File: src/rtl/mul_div_sequencer_pkg.sv
// Shared types for the iterative multiply/divide sequencer: op codes, FSM states
// and the default iteration count.
package mul_div_sequencer_pkg;

  localparam int unsigned MD_ITER = 32;

  typedef enum logic [1:0] {
    MD_OP_MULU = 2'd0,
    MD_OP_MULS = 2'd1,
    MD_OP_DIVU = 2'd2,
    MD_OP_DIVS = 2'd3
  } md_op_e;

  typedef enum logic [2:0] {
    MD_ST_IDLE = 3'd0,
    MD_ST_PREP = 3'd1,
    MD_ST_RUN  = 3'd2,
    MD_ST_FIX  = 3'd3,
    MD_ST_DONE = 3'd4
  } md_state_e;

  function automatic logic op_is_div(input md_op_e o);
    return (o == MD_OP_DIVU) || (o == MD_OP_DIVS);
  endfunction

  function automatic logic op_is_signed(input md_op_e o);
    return (o == MD_OP_MULS) || (o == MD_OP_DIVS);
  endfunction

endpackage

File: src/rtl/mul_div_sequencer_units.sv
// Arithmetic primitives used by the sequencer: a carry-in/carry-out adder and
// an incrementer used for two's-complement negation of inverted values.
module AdderUnit #(
  parameter int unsigned N = 33
) (
  input  logic [N-1:0] a,
  input  logic [N-1:0] b,
  input  logic         in_c,
  output logic [N-1:0] sum,
  output logic         out_c
);
  assign {out_c, sum} = {1'b0, a} + {1'b0, b} + {{N{1'b0}}, in_c};
endmodule

module IncrementerUnit #(
  parameter int unsigned N = 32
) (
  input  logic [N-1:0] a,
  output logic [N-1:0] y
);
  assign y = a + {{(N-1){1'b0}}, 1'b1};
endmodule

File: src/rtl/mul_div_sequencer.sv
// Iterative multiply (radix-2 shift-add) / divide (restoring) sequencer built
// around one shared (WIDTH+1)-bit adder, with abort and a one-cycle done pulse.
module mul_div_sequencer
  import mul_div_sequencer_pkg::*;
#(
  parameter int unsigned WIDTH = MD_ITER
) (
  input  logic             clk,
  input  logic             rst_n,
  input  logic             start,
  input  logic [1:0]       op,
  input  logic [WIDTH-1:0] a,
  input  logic [WIDTH-1:0] b,
  input  logic             abort,
  output logic             busy,
  output logic             done,
  output logic [WIDTH-1:0] res_hi,
  output logic [WIDTH-1:0] res_lo,
  output logic             div_zero,
  output logic             ovl
);

  localparam int unsigned CW = $clog2(WIDTH);

  md_state_e        state_q, state_d;
  md_op_e           op_q, op_d;
  logic [WIDTH-1:0] a_q, a_d, opd_q, opd_d, acc_q, acc_d, mpl_q, mpl_d;
  logic [WIDTH-1:0] res_hi_q, res_hi_d, res_lo_q, res_lo_d;
  logic [CW-1:0]    cnt_q, cnt_d;
  logic             neg_res_q, neg_res_d, neg_rem_q, neg_rem_d;
  logic             ovl_pend_q, ovl_pend_d, div_zero_q, div_zero_d, ovl_q, ovl_d;

  logic             is_div, is_sgn, dvs_zero;
  logic [WIDTH-1:0] abs_a, abs_b, quo_neg, rem_neg;
  logic [2*WIDTH-1:0] prod_neg;
  logic [WIDTH:0]   add_a, add_b, add_s;
  logic             add_c, add_co;

  assign is_div   = op_is_div(op_q);
  assign is_sgn   = op_is_signed(op_q);
  assign dvs_zero = (opd_q == '0);
  assign abs_a    = (is_sgn && a_q[WIDTH-1])   ? ('0 - a_q)   : a_q;
  assign abs_b    = (is_sgn && opd_q[WIDTH-1]) ? ('0 - opd_q) : opd_q;

  // Divide trial-subtracts via inverted divisor + carry-in; carry out means no borrow.
  always_comb begin
    if (is_div) begin
      add_a = {acc_q, mpl_q[WIDTH-1]};
      add_b = ~{1'b0, opd_q};
      add_c = 1'b1;
    end else begin
      add_a = {1'b0, acc_q};
      add_b = mpl_q[0] ? {1'b0, opd_q} : '0;
      add_c = 1'b0;
    end
  end

  AdderUnit #(.N(WIDTH + 1)) u_add (
    .a(add_a), .b(add_b), .in_c(add_c), .sum(add_s), .out_c(add_co)
  );

  IncrementerUnit #(.N(2 * WIDTH)) u_inc_prod (.a(~{acc_q, mpl_q}), .y(prod_neg));
  IncrementerUnit #(.N(WIDTH))     u_inc_quo  (.a(~mpl_q),          .y(quo_neg));
  IncrementerUnit #(.N(WIDTH))     u_inc_rem  (.a(~acc_q),          .y(rem_neg));

  always_ff @(posedge clk or negedge rst_n) begin
    if (!rst_n) begin
      state_q    <= MD_ST_IDLE;
      op_q       <= MD_OP_MULU;
      a_q        <= '0;
      opd_q      <= '0;
      acc_q      <= '0;
      mpl_q      <= '0;
      cnt_q      <= '0;
      neg_res_q  <= 1'b0;
      neg_rem_q  <= 1'b0;
      ovl_pend_q <= 1'b0;
      res_hi_q   <= '0;
      res_lo_q   <= '0;
      div_zero_q <= 1'b0;
      ovl_q      <= 1'b0;
    end else begin
      state_q    <= state_d;
      op_q       <= op_d;
      a_q        <= a_d;
      opd_q      <= opd_d;
      acc_q      <= acc_d;
      mpl_q      <= mpl_d;
      cnt_q      <= cnt_d;
      neg_res_q  <= neg_res_d;
      neg_rem_q  <= neg_rem_d;
      ovl_pend_q <= ovl_pend_d;
      res_hi_q   <= res_hi_d;
      res_lo_q   <= res_lo_d;
      div_zero_q <= div_zero_d;
      ovl_q      <= ovl_d;
    end
  end

  always_comb begin
    state_d = state_q;
    if (state_q == MD_ST_IDLE) begin
      if (start && !abort) state_d = MD_ST_PREP;
    end else if (abort) begin
      state_d = MD_ST_IDLE;
    end else begin
      case (state_q)
        MD_ST_PREP: state_d = (is_div && dvs_zero) ? MD_ST_DONE : MD_ST_RUN;
        MD_ST_RUN:  if (cnt_q == '0) state_d = MD_ST_FIX;
        MD_ST_FIX:  state_d = MD_ST_DONE;
        MD_ST_DONE: state_d = MD_ST_IDLE;
        default:    state_d = MD_ST_IDLE;
      endcase
    end
  end

  // Result registers are written only on the edge that enters DONE.
  always_comb begin
    op_d       = op_q;
    a_d        = a_q;
    opd_d      = opd_q;
    acc_d      = acc_q;
    mpl_d      = mpl_q;
    cnt_d      = cnt_q;
    neg_res_d  = neg_res_q;
    neg_rem_d  = neg_rem_q;
    ovl_pend_d = ovl_pend_q;
    res_hi_d   = res_hi_q;
    res_lo_d   = res_lo_q;
    div_zero_d = div_zero_q;
    ovl_d      = ovl_q;
    case (state_q)
      MD_ST_IDLE: begin
        if (start && !abort) begin
          op_d  = md_op_e'(op);
          a_d   = a;
          opd_d = b;
        end
      end
      MD_ST_PREP: begin
        acc_d      = '0;
        cnt_d      = CW'(WIDTH - 1);
        neg_res_d  = is_sgn && (a_q[WIDTH-1] ^ opd_q[WIDTH-1]);
        neg_rem_d  = is_sgn && a_q[WIDTH-1];
        ovl_pend_d = (op_q == MD_OP_DIVS) && (a_q == {1'b1, {(WIDTH-1){1'b0}}}) && (opd_q == '1);
        mpl_d      = is_div ? abs_a : abs_b;
        opd_d      = is_div ? abs_b : abs_a;
        if (is_div && dvs_zero && !abort) begin
          res_hi_d   = a_q;
          res_lo_d   = '1;
          div_zero_d = 1'b1;
          ovl_d      = 1'b0;
        end
      end
      MD_ST_RUN: begin
        cnt_d = cnt_q - CW'(1);
        if (is_div) begin
          if (add_co) begin
            acc_d = add_s[WIDTH-1:0];
            mpl_d = {mpl_q[WIDTH-2:0], 1'b1};
          end else begin
            acc_d = {acc_q[WIDTH-2:0], mpl_q[WIDTH-1]};
            mpl_d = {mpl_q[WIDTH-2:0], 1'b0};
          end
        end else begin
          acc_d = add_s[WIDTH:1];
          mpl_d = {add_s[0], mpl_q[WIDTH-1:1]};
        end
      end
      MD_ST_FIX: begin
        if (!abort) begin
          if (is_div) begin
            res_lo_d = neg_res_q ? quo_neg : mpl_q;
            res_hi_d = neg_rem_q ? rem_neg : acc_q;
          end else begin
            {res_hi_d, res_lo_d} = neg_res_q ? prod_neg : {acc_q, mpl_q};
          end
          div_zero_d = 1'b0;
          ovl_d      = ovl_pend_q;
        end
      end
      default: ;
    endcase
  end

  always_comb begin
    busy     = (state_q != MD_ST_IDLE);
    done     = (state_q == MD_ST_DONE);
    res_hi   = res_hi_q;
    res_lo   = res_lo_q;
    div_zero = div_zero_q;
    ovl      = ovl_q;
  end

endmodule

File: config.mk
export PLATFORM = sky130hd
export DESIGN_NAME = mul_div_sequencer
export DESIGN_NICKNAME = d
export VERILOG_FILES = /design/src/rtl/mul_div_sequencer_pkg.sv /design/src/rtl/mul_div_sequencer_units.sv /design/src/rtl/mul_div_sequencer.sv
export SDC_FILE = /design/constraint.sdc
export NUM_CORES = 1
export LEC_CHECK = 0
export CAP_MARGIN = 20
export CORE_MARGIN = 1.5
export CORE_UTILIZATION = 42
export CTS_CLUSTER_DIAMETER = 80
export DETAILED_ROUTE_END_ITERATION = 8
export GPL_TIMING_DRIVEN = 1
export PLACE_DENSITY = 0.6
export SLEW_MARGIN = 20
export SYNTH_ARGS = -nofsm -noshare
export SYNTH_HDL_FRONTEND = slang
export SYNTH_HIERARCHICAL = 1
export SYNTH_SLANG_ARGS = --single-unit
export TNS_END_PERCENT = 20
File: constraint.sdc
create_clock -name clk -period 6.9 [get_ports clk]
set_input_delay 1.38 -clock clk [delete_from_list [all_inputs] [get_ports clk]]
set_output_delay 1.38 -clock clk [all_outputs]
set_load 0.01 [all_outputs]
# Word-level counts from Yosys, hierarchy flattened
# Index checks and enable logic that the tools add are counted.
# totals
regBits	207
in_bits	70
elab_cells	102
# classes
reduce_logical	22
addsub	8
n_eq_ne	13
bitwise_logic	5
n_mux	40
# ops
op	n
32-bit two-way mux	17
32-bit case mux with 2 select lines	5
33-bit two-way mux	2
32-bit by 1-bit adder with 32-bit output, second input constant	2
64-bit by 1-bit adder with 64-bit output, second input constant	1
32-bit equality test, second input constant	2
64-bit two-way mux	1
32-bit NOT	2
64-bit NOT	1
1-bit by 32-bit subtractor with 32-bit output, first input constant	2
33-bit by 33-bit adder with 34-bit output	1
34-bit by 1-bit adder with 34-bit output	1
32-bit NOT with 33-bit output	1
32-bit logical NOT	1
3-bit two-way mux	5
5-bit case mux with 2 select lines	1
3-bit case mux with 3 select lines	1
1-bit logical AND	8
3-bit by 2-bit equality test with 1-bit output, second input constant	2
1-bit two-way mux	6
2-bit AND reduction	3
2-bit nonzero test	3
5-bit logical NOT	1
5-bit by 1-bit subtractor with 5-bit output, second input constant	1
other kinds (14)	18

# Depth between registers and ports, before layout
# Gate-level depths: netlist of run 1.
# depth
depth_word	8
ltp_mapped	21
depth_no_buf	17

# Cells and area by module
# The synthesis of run 1 kept the hierarchy.
# by_module_without_submodules
module	instances	cells_each	area_per_inst_um2	seq_area_each_um2
mul_div_sequencer	1	1761	14246.2	5180.0
AdderUnit	1	292	2099.5	0.0
IncrementerUnit (u_inc_prod)	1	201	1486.4	0.0
IncrementerUnit (u_inc_quo ...)	2	96	684.4	0.0

# Worst setup path after synthesis of run 1
# Ideal clock, no wire load.
# synth_timing
kind	register -> register
startpoint	register op_q[1]
endpoint	register acc_q[29]
synth_period_minus_slack_ns	4.336
path_slack_ns	2.564
t_required_ns	6.767
stages_incl_launch_ff	21
setup_ns	0.133
arrival_ns	4.203
path_cell_list	dfrtp_1 > buf_2 > buf_1 > clkbuf_1 > clkbuf_1 > nand2_1 > o21ai_0 > ha_1 > and2_1 > nand2_1 > nor4_2 > a2111oi_4 > a21oi_1 > o21ai_1 > a21oi_1 > clkbuf_1 > buf_1 > mux2i_1 > nor2_1 > a21oi_1 > o21ai_0
# synth_via
elab_chain_cells	8
# synth_rtl
item	line	text
start, declared	mul_div_sequencer.sv:26	md_op_e op_q, op_d;
start signal, assigned	mul_div_sequencer.sv:84	op_q <= op_d;
2-bit equality test	mul_div_sequencer_pkg.sv:23	return (o == MD_OP_DIVU) || (o == MD_OP_DIVS);
1-bit logical OR (*)	mul_div_sequencer_pkg.sv:23	
33-bit two-way mux (*)	mul_div_sequencer.sv:47	if (is_div) begin
named net add_a[14]	mul_div_sequencer.sv:36	logic [WIDTH:0] add_a, add_b, add_s;
33-bit by 33-bit adder with 34-bit output (*)	mul_div_sequencer_units.sv:12	assign {out_c, sum} = {1'b0, a} + {1'b0, b} + {{N{1'b0}}, in_c};
34-bit by 1-bit adder with 34-bit output (*)	mul_div_sequencer_units.sv:12	
named net add_co	mul_div_sequencer.sv:37	logic add_c, add_co;
32-bit two-way mux (*)	mul_div_sequencer.sv:158	if (add_co) begin
32-bit two-way mux (*)	mul_div_sequencer.sv:157	if (is_div) begin
32-bit case mux with 2 select lines (*)	mul_div_sequencer.sv:132	case (state_q)
end signal, assigned	mul_div_sequencer.sv:72	acc_q <= '0;
end signal, assigned	mul_div_sequencer.sv:87	acc_q <= acc_d;
end, declared	mul_div_sequencer.sv:27	logic [WIDTH-1:0] a_q, a_d, opd_q, opd_d, acc_q, acc_d, mpl_q, mpl_d;
# The timed path passes the listed nets; every way through them passes the cells marked *.
# A chain may end at the register's enable or synchronous reset.

# Final worst setup path of run 1
# layout_timing
startpoint	register op_q[1]
endpoint	register acc_q[3]
# Same word-level chain as after synthesis.

==> flow_metrics.py, run 1 <==
metrics = {
    "run_status": {
        "outcome": "finished clean",
    },
    "pwr": {
        "switching_share_pct": 51.6,
        "seqPwrFrac_pct": 24.0,
        "peakVddDrop_uv": 240,
        "power.total_mw": 10.1,
        "power_frac_comb_pct": 62.1,
        "p_per_area_mw_per_mm2": 468,
        "internal_power_mw": 4.90,
        "switchingPower_mw": 5.21,
        "p_leak_nw": 8.60,
        "power.share.clock_pct": 13.9,
    },
    "synthesis": {
        "synthCells": 2446,
        "ys_warn_count": 6,
        "synth_edf_count": 0,
        "synth.cell_area_mm2": 0.0192,
        "synth.area.top_cells": "dfrtp_1, mux2i_1, a21oi_1, o21ai_0, nand2_1",
        "yosysMostFrequentCell": "nand2_1",
        "synth_fp_nets": 2558,
        "synth-seq-cells": 207,
        "ys_types": 103,
        "syn_avg_cell_area_um2": 7.85,
        "yosys.area.top_type": "dfrtp_1",
        "synth_seq_area_share_pct": 27.0,
        "synthArstFlopShare_pct": 100,
        "ys.flop_type": "dfrtp_1",
        "synthTopCellsByCount": "nand2_1, a21oi_1, dfrtp_1",
        "synth_top_area_share_pct": 27.0,
    },
    "worst_setup_path": {
        "ff2ff_setup_slack_ns": 1.74,
        "end_kind": "register",
        "cp.required_ns": 7.29,
        "crit_end": "acc_q[3]",
        "r2r_start": "op_q[1]",
        "critPathKind": "reg -> reg",
        "ff2ff_path_depth": 17,
        "cp-startpoint": "op_q[1]",
        "arrival_ns": 5.56,
        "worstReg2RegEnd": "acc_q[3]",
        "start_kind": "register",
        "cp_max_fo": 53,
    },
    "layout": {
        "syn2layout_area_growth_pct": 12.4,
        "n_antenna_cell": 0,
        "design_area_mm2": 0.0216,
        "final_nets": 2553,
        "drive_gt1_share_pct": 8.25,
        "fin_util_pct": 47.7,
    },
    "floorplan": {
        "io_pins": 138,
        "rows": 78,
        "die_h_um": 217,
        "initial_utilization_pct": 42.4,
        "core_area_mm2": 0.0453,
        "dieArea_mm2": 0.0470,
        "die_w_um": 217,
    },
    "timing": {
        "slew_violations": 0,
        "rsz0062_at_grt": "no",
        "timing.hold.ws_ns": 0.494,
        "setup_violations": 0,
        "hold_viol": 0,
        "tightest_slew_ns": 1.05,
        "max_freq_ghz": 0.194,
        "timing.final.crit_share_pct": 74.8,
        "layout_min_cycle_time_ns": 5.16,
        "skew_ns": 0.0524,
        "fin_setup_tns_ns": 0,
        "max_slew_margin_pct": 29.9,
    },
    "placement": {
        "place.gp.congestion": 0.944,
        "io_buffers": 137,
        "dp_hpwl_um": 51000,
        "place_area_mm2": 0.0207,
    },
    "drt": {
        "via_per_inst": 6.09,
        "ant_nets": 0,
        "vias": 18700,
        "wirelength_um": 67800,
        "first_pass_iters": 5,
        "drc": 0,
        "wl_per_cell_um": 22.2,
        "first_iter_violations": 1524,
    },
    "global_route": {
        "overflow": 0,
        "grt_pass1_wl_um": 104000,
        "grt_usage_pct": 28.2,
        "first_global_vias": 17600,
        "grt_start_max_net_pins": 120,
        "antenna_found_initial": 0,
    },
    "flow_run": {
        "maxCapViolCount": 0,
    },
    "clocking": {
        "cts_root_buffer": "clkbuf_16",
        "cts_setup_buffers": 0,
        "worstSkewPairLatency_ns": 0.59,
        "clockBufferDepth": 3,
        "cts.sink_count": 207,
        "ctsResizeCount": 0,
        "cts.clk_slew.worst_paths_ns": 0.07,
        "cts_hold_buf": 0,
        "cts_tree": "yes",
        "htreeDepth": 1,
        "numCtsBuffers": 27,
    },
    "min_path": {
        "hp-class": "reg -> reg",
    },
}
## through the flow
step           worst slack (ns)  instances
6_report                   1.74       3061
5_1_grt                    1.26       3061
4_1_cts                    1.78       3061
3_5_place_dp               1.83       3012
3_3_place_gp               1.89       3012
2_1_floorplan              2.56       2446
## critical path, cell delays in order (launching register included)
cell and delay (ns):
dfrtp_4 0.66, buf_4 0.56, nand2_1 0.08, o21ai_0 0.09
inv_1 0.08, fa_1 0.47, nor2b_1 0.17, o2111ai_1 0.19
a21oi_1 0.27, o2111ai_1 0.29, a21oi_1 0.31, o21ai_1 0.13
a21oi_4 0.83, buf_4 0.31, mux2i_1 0.19, nor2_1 0.06
a21oi_1 0.13, o21ai_0 0.08
## cell type report
cell class                      instances  area, µm²
Clock inverter                         10        128
Timing Repair Buffer                  163       1580
Fill cell                            4558      23700
Sequential cell                       207       5190
Clock buffer                           39        741
Tap cell                              600        751
Multi-Input combinational cell       1927      12800
Inverter                              115        434
## metal layers
| layer | vias to the layer above | GRT usage (%) | share of wire, % |
|---|---|---|---|
| met5 | - | 0 | 0 |
| met4 | 0 | 13.2 | 5.1 |
| met3 | 139 | 3.34 | 5.8 |
| met2 | 623 | 47.9 | 48 |
| met1 | 9133 | 35.6 | 41 |
| li1 | 8761 | - | - |
## registers in the layout (all words and copies together) (netlist names), 2 cells and up
| register | count |
|---|---|
| a_q | 32 |
| acc_q | 32 |
| cnt_q | 5 |
| mpl_q | 32 |
| op_q | 2 |
| opd_q | 32 |
| res_hi | 32 |
| res_lo | 32 |
| state_q | 3 |
## cells in the final DEF, fill, tap and decap left out, drive strengths merged, types with 12 or more instances in the layout
| master | Yosys | layout |
|---|---|---|
| nand2 | 264 | 264 |
| a21oi | 215 | 215 |
| o21ai | 210 | 210 |
| dfrtp | 207 | 207 |
| nor2 | 206 | 206 |
| clkdlybuf4s50 | 0 | 136 |
| mux2i | 123 | 123 |
| inv | 114 | 116 |
| xor2 | 105 | 105 |
| nand3 | 104 | 104 |
| xnor2 | 102 | 102 |
| nor3 | 58 | 58 |
| nor4 | 51 | 51 |
| a211oi | 50 | 50 |
| ha | 40 | 40 |
| clkbuf | 133 | 39 |
| mux2 | 36 | 36 |
| o211a | 35 | 35 |
| and3 | 32 | 32 |
| nand4 | 32 | 32 |
| a31oi | 29 | 29 |
| buf | 64 | 27 |
| a21o | 16 | 16 |
| o221ai | 15 | 15 |
| and4 | 14 | 14 |
| o22ai | 13 | 13 |
| or3 | 13 | 13 |
| nor2b | 12 | 12 |
| o211ai | 12 | 12 |
| a222oi | 12 | 12 |
## worst min path at each step
stage                     from    endpoint  slack (ns)  cells after the start
detailed placement  ovl_pend_q  ovl_pend_q        0.48                      2
floorplan           ovl_pend_q  ovl_pend_q        0.45                      2
global route          cnt_q[3]    cnt_q[3]        0.53                      1
CTS                   cnt_q[3]    cnt_q[3]        0.49                      1
global placement      cnt_q[3]    cnt_q[3]        0.48                      1
finish                cnt_q[3]    cnt_q[3]        0.49                      1
## power by group through the flow
stage | clock [mW] | combinational, mW | sequential, mW
after global placement | 0 | 6.06 | 2.42
after global routing | 1.48 | 6.85 | 2.49
after detailed placement | 0 | 6.17 | 2.43
after CTS | 1.43 | 6.21 | 2.40
after floorplan | 0 | 4.74 | 2.06
final | 1.41 | 6.28 | 2.43
## cells by family (layout without fill, tap and decap cells)
logic type | Yosys count | in the layout | share of synthesized area [%]
flip-flops | 207 | 207 | 27.0
buffers and inverters | 312 | 327 | 6.74
adder cells (fa/ha/maj) | 42 | 42 | 2.82
AO/OA/AOI/OAI | 675 | 675 | 22.4
AND/OR/NAND/NOR | 842 | 842 | 22.9
XOR/XNOR | 207 | 207 | 9.44
multiplexers | 161 | 161 | 8.76
No activity file was read; power rests on OpenSTA's default activity.
==> run 2: changes to the inputs <==
--- a/config.mk
+++ b/config.mk
@@ -11,7 +11,7 @@
 export CTS_CLUSTER_DIAMETER = 80
 export DETAILED_ROUTE_END_ITERATION = 8
 export GPL_TIMING_DRIVEN = 1
-export PLACE_DENSITY = 0.6
+export PLACE_DENSITY = 0.63
 export SLEW_MARGIN = 20
 export SYNTH_ARGS = -nofsm -noshare
 export SYNTH_HDL_FRONTEND = slang
==> constraint.sdc (replaced) <==
create_clock -name clk -period 4.7 [get_ports clk]
set_input_delay 0.94 -clock clk [delete_from_list [all_inputs] [get_ports clk]]
set_output_delay 0.94 -clock clk [all_outputs]
set_load 0.01 [all_outputs]
==> run 2 against run 1 <==
Combinational power is 47% higher. Flip-flop and latch count stayed put. Clock-buffer cell count is 1 lower. Routed wire length down 1.4%. Clock power is 51% higher. Critical path type unchanged. Largest cell class unchanged.
==> flow_metrics.py, run 2 (synthesis results as in run 1) <==
metrics = {
    "run_status": {
        "outcome": "finished clean",
    },
    "clocking": {
        "ctsResizeCount": 0,
        "cts.sink_count": 207,
        "cts_root_buffer": "clkbuf_16",
        "cts_hold_buf": 0,
        "cts_tree": "yes",
        "numCtsBuffers": 27,
        "cts.clk_slew.worst_paths_ns": 0.06,
        "htreeDepth": 1,
        "clockBufferDepth": 3,
        "cts_setup_buffers": 0,
        "worstSkewPairLatency_ns": 0.59,
    },
    "drt": {
        "wirelength_um": 66900,
        "ant_nets": 0,
        "vias": 18600,
        "drc": 0,
        "first_iter_violations": 1705,
        "wl_per_cell_um": 21.8,
        "via_per_inst": 6.06,
        "first_pass_iters": 6,
    },
    "timing": {
        "slew_violations": 0,
        "tightest_slew_ns": 1.07,
        "timing.final.crit_share_pct": 90.4,
        "timing.hold.ws_ns": 0.388,
        "skew_ns": 0.0376,
        "rsz0062_at_grt": "no",
        "layout_min_cycle_time_ns": 4.25,
        "fin_setup_tns_ns": 0,
        "max_freq_ghz": 0.235,
        "hold_viol": 0,
        "worst_slack_ns": 0.451,
        "setup_violations": 0,
        "max_slew_margin_pct": 28.3,
    },
    "global_route": {
        "grt_busiest_layer": "met2",
        "grtUsageMet1_pct": 35.7,
        "first_global_vias": 17900,
        "grt_usage_pct": 28.0,
        "grt_pass1_wl_um": 104000,
        "overflow": 0,
        "grt_start_max_net_pins": 100,
        "antenna_found_initial": 0,
        "grt.met2_usage_pct": 45.8,
        "use_met3_pct": 4.08,
    },
    "worst_setup_path": {
        "crit_slowest_cell": "buf_4",
        "cp.required_ns": 5.14,
        "end_kind": "register",
        "start_kind": "register",
        "cp_max_fo": 52,
        "arrival_ns": 4.69,
        "crit_chain": "buf_4 -> o21ai_0 -> ha_1 -> a21oi_1 -> o21ai_0 -> a21oi_1 -> o21ai_0 -> a21o_1 -> o21ai_1 -> a21oi_4 -> buf_4 -> mux4_2 -> nor2_1 -> a21oi_1",
        "path_buf_inv": 2,
        "crit_family": "compound AO/OA/AOI/OAI gates",
        "critPathKind": "reg -> reg",
        "max_stage_delay_ns": 0.62,
        "ff2ff_path_depth": 14,
        "cp.depth": 14,
    },
    "min_path": {
        "hp-class": "in -> async",
    },
    "layout": {
        "design_area_mm2": 0.0217,
        "fin_util_pct": 48.0,
        "stdcell_count": 3074,
        "syn2layout_area_growth_pct": 13.2,
        "n_antenna_cell": 0,
        "drive_gt1_share_pct": 8.93,
        "final_nets": 2565,
        "mostFrequentLayoutCell": "nand2_1",
        "final_cell_mix": "nand2_1, a21oi_1, nor2_1, dfrtp_1, o21ai_0",
    },
    "floorplan": {
        "die_w_um": 217,
        "dieArea_mm2": 0.0470,
        "die_h_um": 217,
        "rows": 78,
        "initial_utilization_pct": 42.4,
        "io_pins": 138,
        "core_area_mm2": 0.0453,
    },
    "placement": {
        "io_buffers": 137,
        "place.gp.congestion": 0.965,
        "place_inst": 3024,
        "place_area_mm2": 0.0208,
        "dp_hpwl_um": 50500,
        "pre_cts_slack_ns": 0.485,
    },
    "flow_run": {
        "maxCapViolCount": 0,
    },
    "pwr": {
        "peakVddDrop_uv": 350,
        "p_leak_nw": 8.69,
        "power.total_mw": 14.9,
        "p_per_area_mw_per_mm2": 685,
    },
}
[run 2: layout make-up]
cell class | count | area (µm²)
Clock buffer | 38 | 787
Inverter | 115 | 434
Clock inverter | 12 | 118
Multi-Input combinational cell | 1927 | 12800
Timing Repair Buffer | 175 | 1700
Tap cell | 600 | 751
Sequential cell | 207 | 5190
Fill cell | 4497 | 23500
[run 2: final timing paths]
path / startpoint / endpoint / slack (ns)
hold / removal: rst_n / cnt_q[2] / 0.39
hold reg to reg: ovl_pend_q / ovl_pend_q / 0.50
max in group asynchronous: rst_n / res_hi[26] / 3.26
min in group clk: ovl_pend_q / ovl_pend_q / 0.50
setup / recovery: op_q[1] / mpl_q[0] / 0.45
setup reg to reg: op_q[1] / mpl_q[0] / 0.45
[run 2: per-layer routing]
metal / wire length (µm) / up-vias
li1: - / 8784
met1: 27400 / 8996
met2: 30900 / 701
met3: 4610 / 158
met4: 3920 / 0
met5: 0 / -
[run 2: power by group]
group | switching [mW] | total, mW | internal, mW
Clock | 0.895 | 2.13 | 1.23
Combinational | 5.66 | 9.25 | 3.59
Sequential | 1.09 | 3.52 | 2.43
Total | 7.64 | 14.9 | 7.26
==> run 3: changes to the inputs <==
--- a/config.mk
+++ b/config.mk
@@ -12,7 +12,7 @@
 export DETAILED_ROUTE_END_ITERATION = 8
 export GPL_TIMING_DRIVEN = 1
 export PLACE_DENSITY = 0.63
-export SLEW_MARGIN = 20
+export SKIP_CTS_REPAIR_TIMING = 1
 export SYNTH_ARGS = -nofsm -noshare
 export SYNTH_HDL_FRONTEND = slang
 export SYNTH_HIERARCHICAL = 1
==> results of run 3 <==
Same layout as run 2: the final DEF is identical, and so are final timing and power.
